[config.mk]
export PLATFORM = sky130hd
export DESIGN_NAME = run_monitor
export DESIGN_NICKNAME = d
export VERILOG_FILES = /design/src/rtl/run_monitor.sv
export SDC_FILE = /design/constraint.sdc
export NUM_CORES = 1
export LEC_CHECK = 0
export CAP_MARGIN = 15
export CORE_ASPECT_RATIO = 1.2
export CORE_MARGIN = 1.5
export CORE_UTILIZATION = 55
export CTS_CLUSTER_DIAMETER = 80
export CTS_CLUSTER_SIZE = 30
export DETAILED_ROUTE_END_ITERATION = 8
export GPL_ROUTABILITY_DRIVEN = 0
export HOLD_SLACK_MARGIN = 0.05
export PLACE_DENSITY = 0.86
export SLEW_MARGIN = 20
export SYNTH_ARGS = -nofsm -noshare
export SYNTH_HDL_FRONTEND = slang
export SYNTH_SLANG_ARGS = --single-unit
[constraint.sdc]
create_clock -name clk -period 4.4 [get_ports clk]
set_input_delay 0.88 -clock clk [delete_from_list [all_inputs] [get_ports clk]]
set_output_delay 0.88 -clock clk [all_outputs]
set_load 0.02 [all_outputs]
[src/rtl/run_monitor.sv]
// -----------------------------------------------------------------------------
// run_monitor
//
// Watches a CPU run. It counts elapsed cycles and per-channel event strobes
// until the CPU halts or a cycle limit expires. A halt captures the CPU's
// return value as the exit code. After a halt, an optional drain period lets
// in-flight events settle before the run is declared complete. Once complete,
// every result is frozen until reset.
//
// Parameters
//   CNT_W        cycle counter width
//   MAX_CYCLES   timeout limit in cycles (1 .. 2^CNT_W-1)
//   DRAIN_CYCLES cycles spent between halt capture and completion (0 .. 255)
//   N_EVT        number of event channels (1 .. 8)
//   EVT_W        per-channel event counter width
//   RET_W        captured exit-code width (1 .. 16)
//
// Ports
//   clk        in   single clock, rising edge
//   rst        in   synchronous active-high reset
//   halt       in   CPU halt indication
//   ret_val    in   CPU return value, low RET_W bits captured on halt
//   evt        in   per-channel event strobes, one count per high cycle
//   done       out  run has ended (halt or timeout)
//   timed_out  out  run ended by timeout
//   exit_code  out  captured return value
//   cycles     out  elapsed cycle count (saturating)
//   evt_count  out  channel i count at [i*EVT_W +: EVT_W] (saturating)
//
// Build option
//   RUN_MONITOR_SIM_PRINT_EN  when defined, a simulation-only block reports
//   the outcome and per-channel counts on the edge entering DONE, then calls
//   $finish. Outputs are identical with or without it.
// -----------------------------------------------------------------------------
module run_monitor #(
  parameter int unsigned CNT_W        = 32,
  parameter int unsigned MAX_CYCLES   = 500000,
  parameter int unsigned DRAIN_CYCLES = 0,
  parameter int unsigned N_EVT        = 2,
  parameter int unsigned EVT_W        = 32,
  parameter int unsigned RET_W        = 8
) (
  input  logic                   clk,
  input  logic                   rst,
  input  logic                   halt,
  input  logic [15:0]            ret_val,
  input  logic [N_EVT-1:0]       evt,
  output logic                   done,
  output logic                   timed_out,
  output logic [RET_W-1:0]       exit_code,
  output logic [CNT_W-1:0]       cycles,
  output logic [N_EVT*EVT_W-1:0] evt_count
);

  typedef enum logic [1:0] {
    ST_RUN,
    ST_DRAIN,
    ST_DONE
  } state_t;

  localparam logic [CNT_W-1:0] CYC_SAT    = '1;
  localparam logic [EVT_W-1:0] EVT_SAT    = '1;
  localparam logic [CNT_W-1:0] MAX_LIM    = CNT_W'(MAX_CYCLES);
  localparam logic [7:0]       DRAIN_INIT = 8'(DRAIN_CYCLES);

  state_t           state;
  state_t           state_next;
  logic [7:0]       drain_cnt;
  logic             active;       // counting phase: RUN or DRAIN
  logic             capture;      // accepted halt this cycle
  logic             timeout_hit;  // limit reached without halt this cycle
  logic             cyc_inc;
  logic [EVT_W-1:0] evt_cnt      [N_EVT];
  logic [EVT_W-1:0] evt_cnt_next [N_EVT];

  // Upper ret_val bits are intentionally ignored when RET_W < 16.
  logic unused_ret;
  assign unused_ret = ^ret_val;

  // ---------------------------------------------------------------------------
  // Next-state and control decode
  // ---------------------------------------------------------------------------
  always_comb begin
    // NOTE: every variable gets a default first so no path leaves it
    // unassigned; otherwise synthesis infers a latch to hold the old value.
    state_next  = state;
    active      = 1'b0;
    capture     = 1'b0;
    timeout_hit = 1'b0;
    unique case (state)
      ST_RUN: begin
        active = 1'b1;
        // Halt is tested first so a halt on the limit cycle is a clean exit.
        if (halt) begin
          capture    = 1'b1;
          state_next = (DRAIN_CYCLES > 0) ? ST_DRAIN : ST_DONE;
        end else if (cycles == MAX_LIM) begin
          timeout_hit = 1'b1;
          state_next  = ST_DONE;
        end
      end
      ST_DRAIN: begin
        active = 1'b1;
        // Leave on the edge where the down-counter reaches zero.
        if (drain_cnt <= 8'd1) state_next = ST_DONE;
      end
      ST_DONE: state_next = ST_DONE;
      default: state_next = ST_RUN;
    endcase
  end

  // The timeout edge leaves the count at the limit rather than one past it.
  assign cyc_inc = active && !timeout_hit && (cycles != CYC_SAT);

  always_comb begin
    for (int i = 0; i < N_EVT; i++) begin
      evt_cnt_next[i] = evt_cnt[i];
      if (active && evt[i] && (evt_cnt[i] != EVT_SAT))
        evt_cnt_next[i] = evt_cnt[i] + EVT_W'(1);
    end
  end

  // ---------------------------------------------------------------------------
  // State and datapath registers
  // ---------------------------------------------------------------------------
  always_ff @(posedge clk) begin
    // NOTE: non-blocking assignments so every register samples the values
    // from before this edge, independent of statement order.
    if (rst) begin
      state     <= ST_RUN;
      done      <= 1'b0;
      timed_out <= 1'b0;
      exit_code <= '0;
      cycles    <= '0;
      drain_cnt <= '0;
    end else begin
      state <= state_next;
      done  <= (state_next == ST_DONE);
      if (cyc_inc)     cycles    <= cycles + CNT_W'(1);
      if (capture)     exit_code <= ret_val[RET_W-1:0];
      if (timeout_hit) timed_out <= 1'b1;
      if (capture)
        drain_cnt <= DRAIN_INIT;
      else if ((state == ST_DRAIN) && (drain_cnt != 8'd0))
        drain_cnt <= drain_cnt - 8'd1;
    end
  end

  always_ff @(posedge clk) begin
    // NOTE: the counter array is a bank of flops feeding outputs, not a RAM,
    // so each entry is reset explicitly to give defined results after rst.
    if (rst) begin
      for (int i = 0; i < N_EVT; i++) evt_cnt[i] <= '0;
    end else begin
      evt_cnt <= evt_cnt_next;
    end
  end

  for (genvar g = 0; g < N_EVT; g++) begin : g_evt_out
    assign evt_count[g*EVT_W +: EVT_W] = evt_cnt[g];
  end

`ifdef RUN_MONITOR_SIM_PRINT_EN
  // Report using the values that are being registered on this edge.
  always @(posedge clk) begin
    if (!rst && (state != ST_DONE) && (state_next == ST_DONE)) begin
      for (int i = 0; i < N_EVT; i++)
        $display("evt[%0d] count %0d", i, evt_cnt_next[i]);
      if (timeout_hit)
        $display("ran for %0d cycles", MAX_CYCLES);
      else
        $display("Finished with %0d", capture ? ret_val[RET_W-1:0] : exit_code);
      $finish;
    end
  end
`endif

endmodule

# Word level (Yosys, flattened, before mapping)
# Index checks and enable logic that the tools add are counted.
[classes]
magnitude_cmp = 1
addsub = 4
reduce_logical = 12
n_eq_ne = 7
n_mux = 10
[op_table]
columns = ["op", "count"]
rows = [
  ["adder 32 x 1 -> 32 bit, second input constant", 3],
  ["!= test 32 bit, second input constant", 3],
  ["equality test 32 x 19 -> 1 bit, second input constant", 1],
  ["less-or-equal comparator 8 x 1 -> 1 bit, second input constant", 1],
  ["nonzero test 8 bit", 1],
  ["subtractor 8 x 1 -> 8 bit, second input constant", 1],
  ["logical AND 1 bit", 7],
  ["2-to-1 mux 1 bit", 6],
  ["2-to-1 mux 2 bit", 3],
  ["case mux 2 bit (3 select lines)", 1],
  ["equality test 2 bit, second input constant", 2],
  ["OR reduction 2 bit", 2],
  ["equality test 2 x 1 -> 1 bit, second input constant", 1],
  ["logical NOT 2 bit", 1],
  ["logical NOT 1 bit", 1],
]
[word_totals]
input_bits = 21
word_cells = 42
reg_bits = 116

# Longest topological paths before layout
# Gate-level depths: netlist of run 1.
[depth]
ltp_word = 7
depth_mapped = 7
depth_no_buf = 7

# Least setup slack after synthesis of run 1
# OpenSTA, ideal clock, no wires.
[synth_timing]
kind = "input to register"
from = "input port evt[0]"
to = "register evt_cnt, in the netlist evt_count[27]"
arrival_time_ns = 2.308
setup_slack_ns = 2.022
path_buffers = 0
stages = 5
required_ns = 4.330
cell_sequence = "nand4b_1 -> or3_1 -> or4_4 -> or3_1 -> a21oi_1"
[synth_between]
elab_chain_len = 2
[synth_lines]
columns = ["element", "line", "source"]
rows = [
  ["start, declared", "47", "input logic [N_EVT-1:0] evt,"],
  ["logical AND 1 bit (2 in a row)", "118", "if (active && evt[i] && (evt_cnt[i] != EVT_SAT))"],
  ["end signal, assigned", "155", "evt_cnt <= evt_cnt_next;"],
  ["end, declared", "73", "logic [EVT_W-1:0] evt_cnt [N_EVT];"],
]
# Every way passes these cells.
# A chain may end at the register's enable or synchronous reset.

# Worst setup path after layout of run 1
# Ends and elaborated chain as after synthesis.

==> flow_metrics.tcl, run 1 <==
set metrics [dict create \
    status "completed" \
    top_usage_layer "met2" \
    required_ps 4740 \
    grt_max_degree 83 \
    p_leak_nw 2.56 \
    syn_area_per_cell_um2 8.32 \
    slew_viol_final 0 \
    nets 843 \
    max-cap-violations 0 \
    ioPinCount 127 \
    power_mw 2.80 \
    cts_setup_buffers 0 \
    max_freq_mhz 379 \
    yosys.area.top_type "dfxtp_1" \
    diodes 0 \
    setup_tns_ps 0 \
    wl_per_cell_um 16.3 \
    rr_worst_depth 5 \
    antenna_found_initial 0 \
    drtPass1Iterations 5 \
    synth.most_common_cell "dfxtp_1" \
    r2r-end "evt_count[49]$_SDFFE_PP0P_" \
    cts_buffers 17 \
    wl_um 15700 \
    cp-start-kind "primary input" \
    seq_area_frac_synth_pct 39.5 \
    die_x_um 97.3 \
    postCtsResizedCells 0 \
    max-vdd-ir-drop_mv 0.251 \
    drive_above_1_share_pct 9.89 \
    endpoint_kind "flop" \
    synthArstFlopShare_pct 0 \
    fin_ws_ps 1760 \
    power.density_mw_per_mm2 358 \
    synth_commonest_cells "dfxtp_1, nor2_1, a21oi_1" \
    worstSetupPathType "in2reg" \
    viasPerCell 6.20 \
    grt_use_met1_pct 30.2 \
    cts_tree "done" \
    critPathMaxFanout 4 \
    r2r_start "evt_count[56]$_SDFFE_PP0P_" \
    timing.hold.ws_ps 455 \
    hold_buffers 0 \
    gr-usage-met3_pct 6.34 \
    arrival_ps 2980 \
    placedCellCount 926 \
    core_mm2 0.0105 \
    pre_cts_ws_ps 1370 \
    clk_path_buf_depth 2 \
    clockRootBuffer "clkbuf_16" \
    vias 5944 \
    period_share_pct 60.0 \
    synth_top_flop_cell "dfxtp_1" \
    path_clk_slew_ps 50 \
    clock_skew_ps 7.13 \
    portBuffers 118 \
    endpoint "evt_count[27]$_SDFFE_PP0P_" \
    use_met2_pct 49.6 \
    ys_top_cells_by_area "dfxtp_1, a21oi_1, nor2_1" \
    syn_area_mm2 0.00587 \
    cts_sinks 116 \
    multi_input_area_mm2 0.00335 \
    crit_start "evt[0]" \
    overflow 0 \
    final-seq-area_mm2 0.00232 \
    hold_path_class "reg2reg" \
    dp.final_hpwl_um 10600 \
    place_area_mm2 0.00712 \
    reg2reg_slack_ps 1830 \
    grt.total_usage_pct 27.4 \
    maxSlewHeadroom_pct 42.4 \
    yosysWarnings 0 \
    final_hold_viol_count 0 \
    synth_cell_types 60 \
    htreeDepth 4 \
    die-area_mm2 0.0113 \
    fillerInstances 776 \
    drt-initial-drc-count 354 \
    ys_ff_latch 116 \
    syn_to_final_growth_pct 33.1 \
    fin_util_pct 74.7 \
    rsz0062_at_grt "false" \
    grt_pass1_vias 5601 \
    row_count 41 \
    tightest_slew_ps 861 \
    synthCells 706 \
    ant_nets 0 \
    drc 0 \
    start_util_pct 56.1 \
    fin_crit_ps 2640 \
    synth_edf_count 0 \
    insertion_delay_ps 410 \
    die_y_um 116 \
    synthesis.nets 733 \
    synth_top_area_share_pct 39.5 \
    grt_pass1_wl_um 25500 \
    setup_violations 0 \
    stdcell_count 958 \
    final_area_mm2 0.00782 \
]
## worst min path at each step
stage | endpoint | cells after the start | slack [ps] | startpoint
finish | exit_code[1]$_SDFFE_PP0P_ | 2 | 460 | exit_code[1]$_SDFFE_PP0P_
global route | exit_code[3]$_SDFFE_PP0P_ | 2 | 490 | exit_code[3]$_SDFFE_PP0P_
CTS | exit_code[1]$_SDFFE_PP0P_ | 2 | 460 | exit_code[1]$_SDFFE_PP0P_
detailed placement | exit_code[1]$_SDFFE_PP0P_ | 2 | 450 | exit_code[1]$_SDFFE_PP0P_
global placement | exit_code[2]$_SDFFE_PP0P_ | 2 | 440 | exit_code[2]$_SDFFE_PP0P_
floorplan | drain_cnt[3]$_SDFFE_PP0P_ | 2 | 470 | drain_cnt[3]$_SDFFE_PP0P_
## where the power goes
group          internal, mW  total, mW  leakage [nW]  switching (mW)
logic                0.0483      0.117          1.28          0.0684
registers              1.06       1.08         0.937          0.0156
clock network          1.13       1.60         0.343           0.470
total                  2.25       2.80          2.56           0.554
## flip-flops by register name, indices dropped and copies added (netlist names)
register   count
timed_out      1
exit_code      8
evt_count     64
cycles        32
drain_cnt      8
state          2
done           1
## critical path, cell delays in order
cell and delay (ps):
clkdlybuf4s50_1 510, nand4b_1 150, or3_1 400, or4_4 580, or3_1 320, a21oi_1 140
## cell families after synthesis
| group | Yosys count | share of synthesized area [%] |
|---|---|---|
| AO/OA/AOI/OAI | 148 | 15.8 |
| XOR/XNOR | 34 | 5.07 |
| adder cells (fa/ha/maj) | 6 | 1.28 |
| buffers and inverters | 53 | 3.51 |
| flip-flops | 116 | 39.5 |
| multiplexers | 16 | 3.02 |
| AND/OR/NAND/NOR | 333 | 31.8 |
## routing by layer
metal | up-vias | wire length [µm]
met5 | - | 0
met4 | 0 | 405
met3 | 42 | 926
met2 | 233 | 8140
met1 | 2823 | 6180
li1 | 2846 | -
## layout make-up
class                      instances  share of cell area, %
inverter                          22                   1.06
clock inverter                     9                   2.50
multi-input combinational        537                   42.9
clock buffer                      23                   6.37
tap                              129                   2.06
timing repair buffer             122                   15.5
sequential                       116                   29.7
## layout by cell type (no fill, tap or decap), drive strengths merged, types with 8 or more instances in the layout
cell | synthesis | routed
or3 | 38 | 38
nand4 | 42 | 42
o31ai | 11 | 11
nand2 | 54 | 54
nor2b | 15 | 15
nor3 | 10 | 10
clkdlybuf4s50 | 0 | 117
and4 | 8 | 8
nor2 | 70 | 70
o21ai | 33 | 33
clkbuf | 26 | 23
xnor2 | 24 | 24
nor4 | 17 | 17
xor2 | 10 | 10
a211oi | 8 | 8
or4 | 14 | 14
and3 | 12 | 12
a21oi | 64 | 64
mux2 | 14 | 14
nand3 | 29 | 29
dfxtp | 116 | 116
inv | 22 | 22
Note: power is estimated with default switching activity, not from simulation.
==> run 2, diff against run 1 <==
- CORE_UTILIZATION: 55 -> 51
- PLACE_DENSITY: 0.86 -> 0.8
- clock period: 4.4 -> 2.7 ns (I/O delays scaled with it)
==> run 2 against run 1 <==
Net effect: non-clock buffer count is 14 higher; critical endpoint is now cycles[27]$_SDFFE_PP0P_; worst setup slack worse by 1400 ps; routed wire length is 1.1% lower; clock power is 62% higher; largest power group unchanged; flip-flop and latch count stayed put; global-route usage is 1.3 points lower; combinational power is 74% higher; critical path depth is 1 lower; worst hold slack worse by 0.87 ps; core utilization is 3.4 points lower; first-iteration DRC count is 9.0% lower; final area is 1.7% higher; critical path type is now reg2reg.
==> flow_metrics.tcl, run 2 (synthesis results as in run 1) <==
set metrics [dict create \
    drive_above_1_share_pct 11.2 \
    rsz0062_at_grt "false" \
    drtPass1Iterations 5 \
    fin_crit_ps 2380 \
    reg2reg_slack_ps 320 \
    max-cap-violations 0 \
    max_freq_mhz 420 \
    grt_pass1_wl_um 25900 \
    portBuffers 118 \
    grt.total_usage_pct 26.1 \
    syn_to_final_growth_pct 35.4 \
    placedCellCount 965 \
    slew_viol_final 0 \
    arrival_ps 2670 \
    cts_sinks 116 \
    required_ps 2980 \
    antenna_found_initial 0 \
    cts_buffers 17 \
    wl_per_cell_um 15.5 \
    nets 857 \
    stdcell_count 996 \
    clk_path_buf_depth 2 \
    hold_depth 2 \
    mostFrequentLayoutCell "clkdlybuf4s50_1" \
    drt-initial-drc-count 322 \
    htreeDepth 4 \
    grt_max_degree 57 \
    cts_setup_buffers 0 \
    core_mm2 0.0111 \
    hold_buffers 0 \
    period_share_pct 88.2 \
    maxSlewHeadroom_pct 58.5 \
    vias 5876 \
    setup_violations 0 \
    p_leak_nw 2.62 \
    largest_register_ffs 64 \
    viasPerCell 5.90 \
    r2r_start "cycles[6]$_SDFFE_PP0P_" \
    clockRootBuffer "clkbuf_16" \
    ioPinCount 127 \
    start_util_pct 52.7 \
    final-seq-area_mm2 0.00232 \
    power.density_mw_per_mm2 572 \
    die_y_um 121 \
    rr_worst_depth 5 \
    die_x_um 101 \
    wl_um 15500 \
    hold_start "exit_code[2]$_SDFFE_PP0P_" \
    overflow 0 \
    cts_tree "done" \
    path_clk_slew_ps 50 \
    clock_skew_ps 7.78 \
    dp.final_hpwl_um 10600 \
    cp-start-kind "flop" \
    final_cell_mix "clkdlybuf4s50_1, dfxtp_1, nor2_1, a21oi_1, nand2_1" \
    diodes 0 \
    final_hold_viol_count 0 \
    worstSetupPathType "reg2reg" \
    postCtsResizedCells 0 \
    ant_nets 0 \
    insertion_delay_ps 410 \
    setup_tns_ps 0 \
    max-vdd-ir-drop_mv 0.400 \
    whs_endpoint "exit_code[2]$_SDFFE_PP0P_" \
    drc 0 \
    endpoint_kind "flop" \
    hold_path_class "reg2reg" \
    status "completed" \
    tightest_slew_ps 618 \
    fillerInstances 899 \
    grt_pass1_vias 5567 \
    critPathMaxFanout 9 \
    row_count 42 \
    r2r-end "cycles[27]$_SDFFE_PP0P_" \
    die-area_mm2 0.0122 \
    multi_input_area_mm2 0.00335 \
]
run 2: cell types whose count changed in the layout (fill, tap and decap cells not counted):
cell	before	now
buf_12	0	1
buf_4	5	18
clkbuf_8	5	4
clkinvlp_4	0	1
clkinv_2	3	2
nor4_2	3	2
nor4_1	13	14
run 2: worst max-delay path by stage:
stage	start	end	slack [ps]	depth (start not counted)
after floorplan	evt_count[0]$_SDFFE_PP0P_	evt_count[4]$_SDFFE_PP0P_	340	6
after global placement	evt[0]	evt_count[27]$_SDFFE_PP0P_	70	6
after detailed placement	evt[0]	evt_count[25]$_SDFFE_PP0P_	20	6
after CTS	cycles[1]$_SDFFE_PP0P_	cycles[27]$_SDFFE_PP0P_	320	6
after global routing	cycles[1]$_SDFFE_PP0P_	cycles[29]$_SDFFE_PP0P_	130	6
final	cycles[6]$_SDFFE_PP0P_	cycles[27]$_SDFFE_PP0P_	320	5
run 2: per-stage QoR:
| step | util, % | total power [mW] | setup slack [ps] | area (µm²) | hold slack (ps) |
|---|---|---|---|---|---|
| finish | 71.4 | 4.55 | 318 | 7950 | 454 |
| global route | 71.4 | 4.68 | 126 | 7950 | 475 |
| CTS | 71.4 | 4.58 | 324 | 7950 | 456 |
| detailed placement | 65.3 | 2.00 | 19.5 | 7270 | 449 |
| global placement | 65.3 | 1.99 | 70.0 | 7270 | 443 |
| floorplan | - | 1.90 | 335 | 5870 | 471 |
run 2: power breakdown:
part	internal [mW]	leakage [nW]	switching [mW]
sequential	1.73	0.937	0.0235
clock	1.82	0.332	0.767
combinational	0.0891	1.35	0.114
total	3.64	2.62	0.905
run 2: worst max-delay path, cell delays in order (launching register included):
cell,delay (ps)
dfxtp_1,470
nand4_2,310
or4_2,740
o2111ai_1,460
or3_2,210
a21oi_1,60
run 2: layer usage:
| layer | vias to the layer above | global-route usage, % | wire [µm] |
|---|---|---|---|
| met3 | 27 | 5.20 | 755 |
| met4 | 0 | 9.20 | 248 |
| li1 | 2870 | - | - |
| met5 | - | 0 | 0 |
| met1 | 2791 | 31.2 | 6380 |
| met2 | 188 | 46.2 | 8100 |
run 2: layout make-up:
| type | instances | area share (%) |
|---|---|---|
| Multi-Input combinational cell | 537 | 42.1 |
| Sequential cell | 116 | 29.2 |
| Timing Repair Buffer | 136 | 16.7 |
| Clock buffer | 22 | 6.09 |
| Clock inverter | 9 | 2.49 |
| Tap cell | 154 | 2.42 |
| Inverter | 22 | 1.04 |
==> RTL change, RTL diff (flow settings as in run 2) <==
The parameter `RET_W` goes from 8 to 12.
--- a/src/rtl/run_monitor.sv
+++ b/src/rtl/run_monitor.sv
@@ -40,3 +40,3 @@
   parameter int unsigned EVT_W        = 32,
-  parameter int unsigned RET_W        = 8
+  parameter int unsigned RET_W        = 12
 ) (
Ports: changed (resized exit_code); port bits go from 127 to 131. No check against the original RTL was run, so the function may have changed too.
==> RTL change against run 2 <==
- setup slack lost 0.13 ns
- largest cell class unchanged
- via count shrank 8.8%
- routed wire length shrank 6.9%
- design area shrank 3.8%
- die area shrank 4.9%
- sequential share of layout area grew 2.2 points
- sequential cell count grew 4
- power shrank 5.5%
- area after synthesis shrank 5.0%
- critical path depth grew 2
- critical path type unchanged
==> RTL change: results <==
group,metric,value,unit
detailed_routing,met2WireLength,7000,microns
power_and_ir_drop,p_leak,2.70,nW
final_layout,multi_input_gates,505,
detailed_routing,vias,5361,
detailed_routing,route.layer.met1.wl,5900,microns
place,dp_cells,911,
setup_path,worstPathMaxFanout,17,
power_and_ir_drop,p_per_area,562,nW/um^2
final_layout,num-fill-cells,787,
grt,grt_pass1_wl,23800,microns
final_layout,final_nets,828,
grt,met2_usage,0.412,
final_layout,num-nonclk-buffers,147,
yosys,syn-mean-instance-area,8.41,sq um
place,io_buffers,126,
detailed_routing,wl_per_cell,15.3,microns
final_layout,buf_share,0.187,
final_layout,seq-cell-share,0.314,
yosys,seq_area_frac_synth,0.431,
yosys,yosys-top-cells-count,"dfxtp_1, nor2_1, nand2_1",
final_layout,syn_to_final_growth,37.1,%
detailed_routing,totalWireLength,14400,microns
final_layout,inverters,10,
die,dieArea,11600,sq um
grt,grtUsageTotal,0.249,
sta,whs,0.455,ns
run_status,status,"completed",
## RTL change: final timing paths
check | start | to | cells past startpoint
min reg2reg | exit_code[4]$_SDFFE_PP0P_ | exit_code[4]$_SDFFE_PP0P_ | 2
max | cycles[21]$_SDFFE_PP0P_ | cycles[0]$_SDFFE_PP0P_ | 7
min | exit_code[4]$_SDFFE_PP0P_ | exit_code[4]$_SDFFE_PP0P_ | 2
max reg2reg | cycles[21]$_SDFFE_PP0P_ | cycles[0]$_SDFFE_PP0P_ | 7
## RTL change: cell families after synthesis
logic type / count (synthesis) / synth area share
and+or+nand+nor: 358 / 0.327
DFF: 120 / 0.431
xor gates and xnor gates: 87 / 0.137
AOI/OAI and AO/OA: 51 / 0.0563
buffers and inverters: 38 / 0.0292
adders and majority gates: 6 / 0.0135
muxes: 3 / 0.00650
## RTL change: critical path, cell delays in order (launching register included)
cell and delay (ns):
dfxtp_1 0.35, or4_1 0.52, or4_4 0.57, o41a_1 0.38, buf_4 0.22, nand2_1 0.14
xnor2_1 0.14, nor2_1 0.06
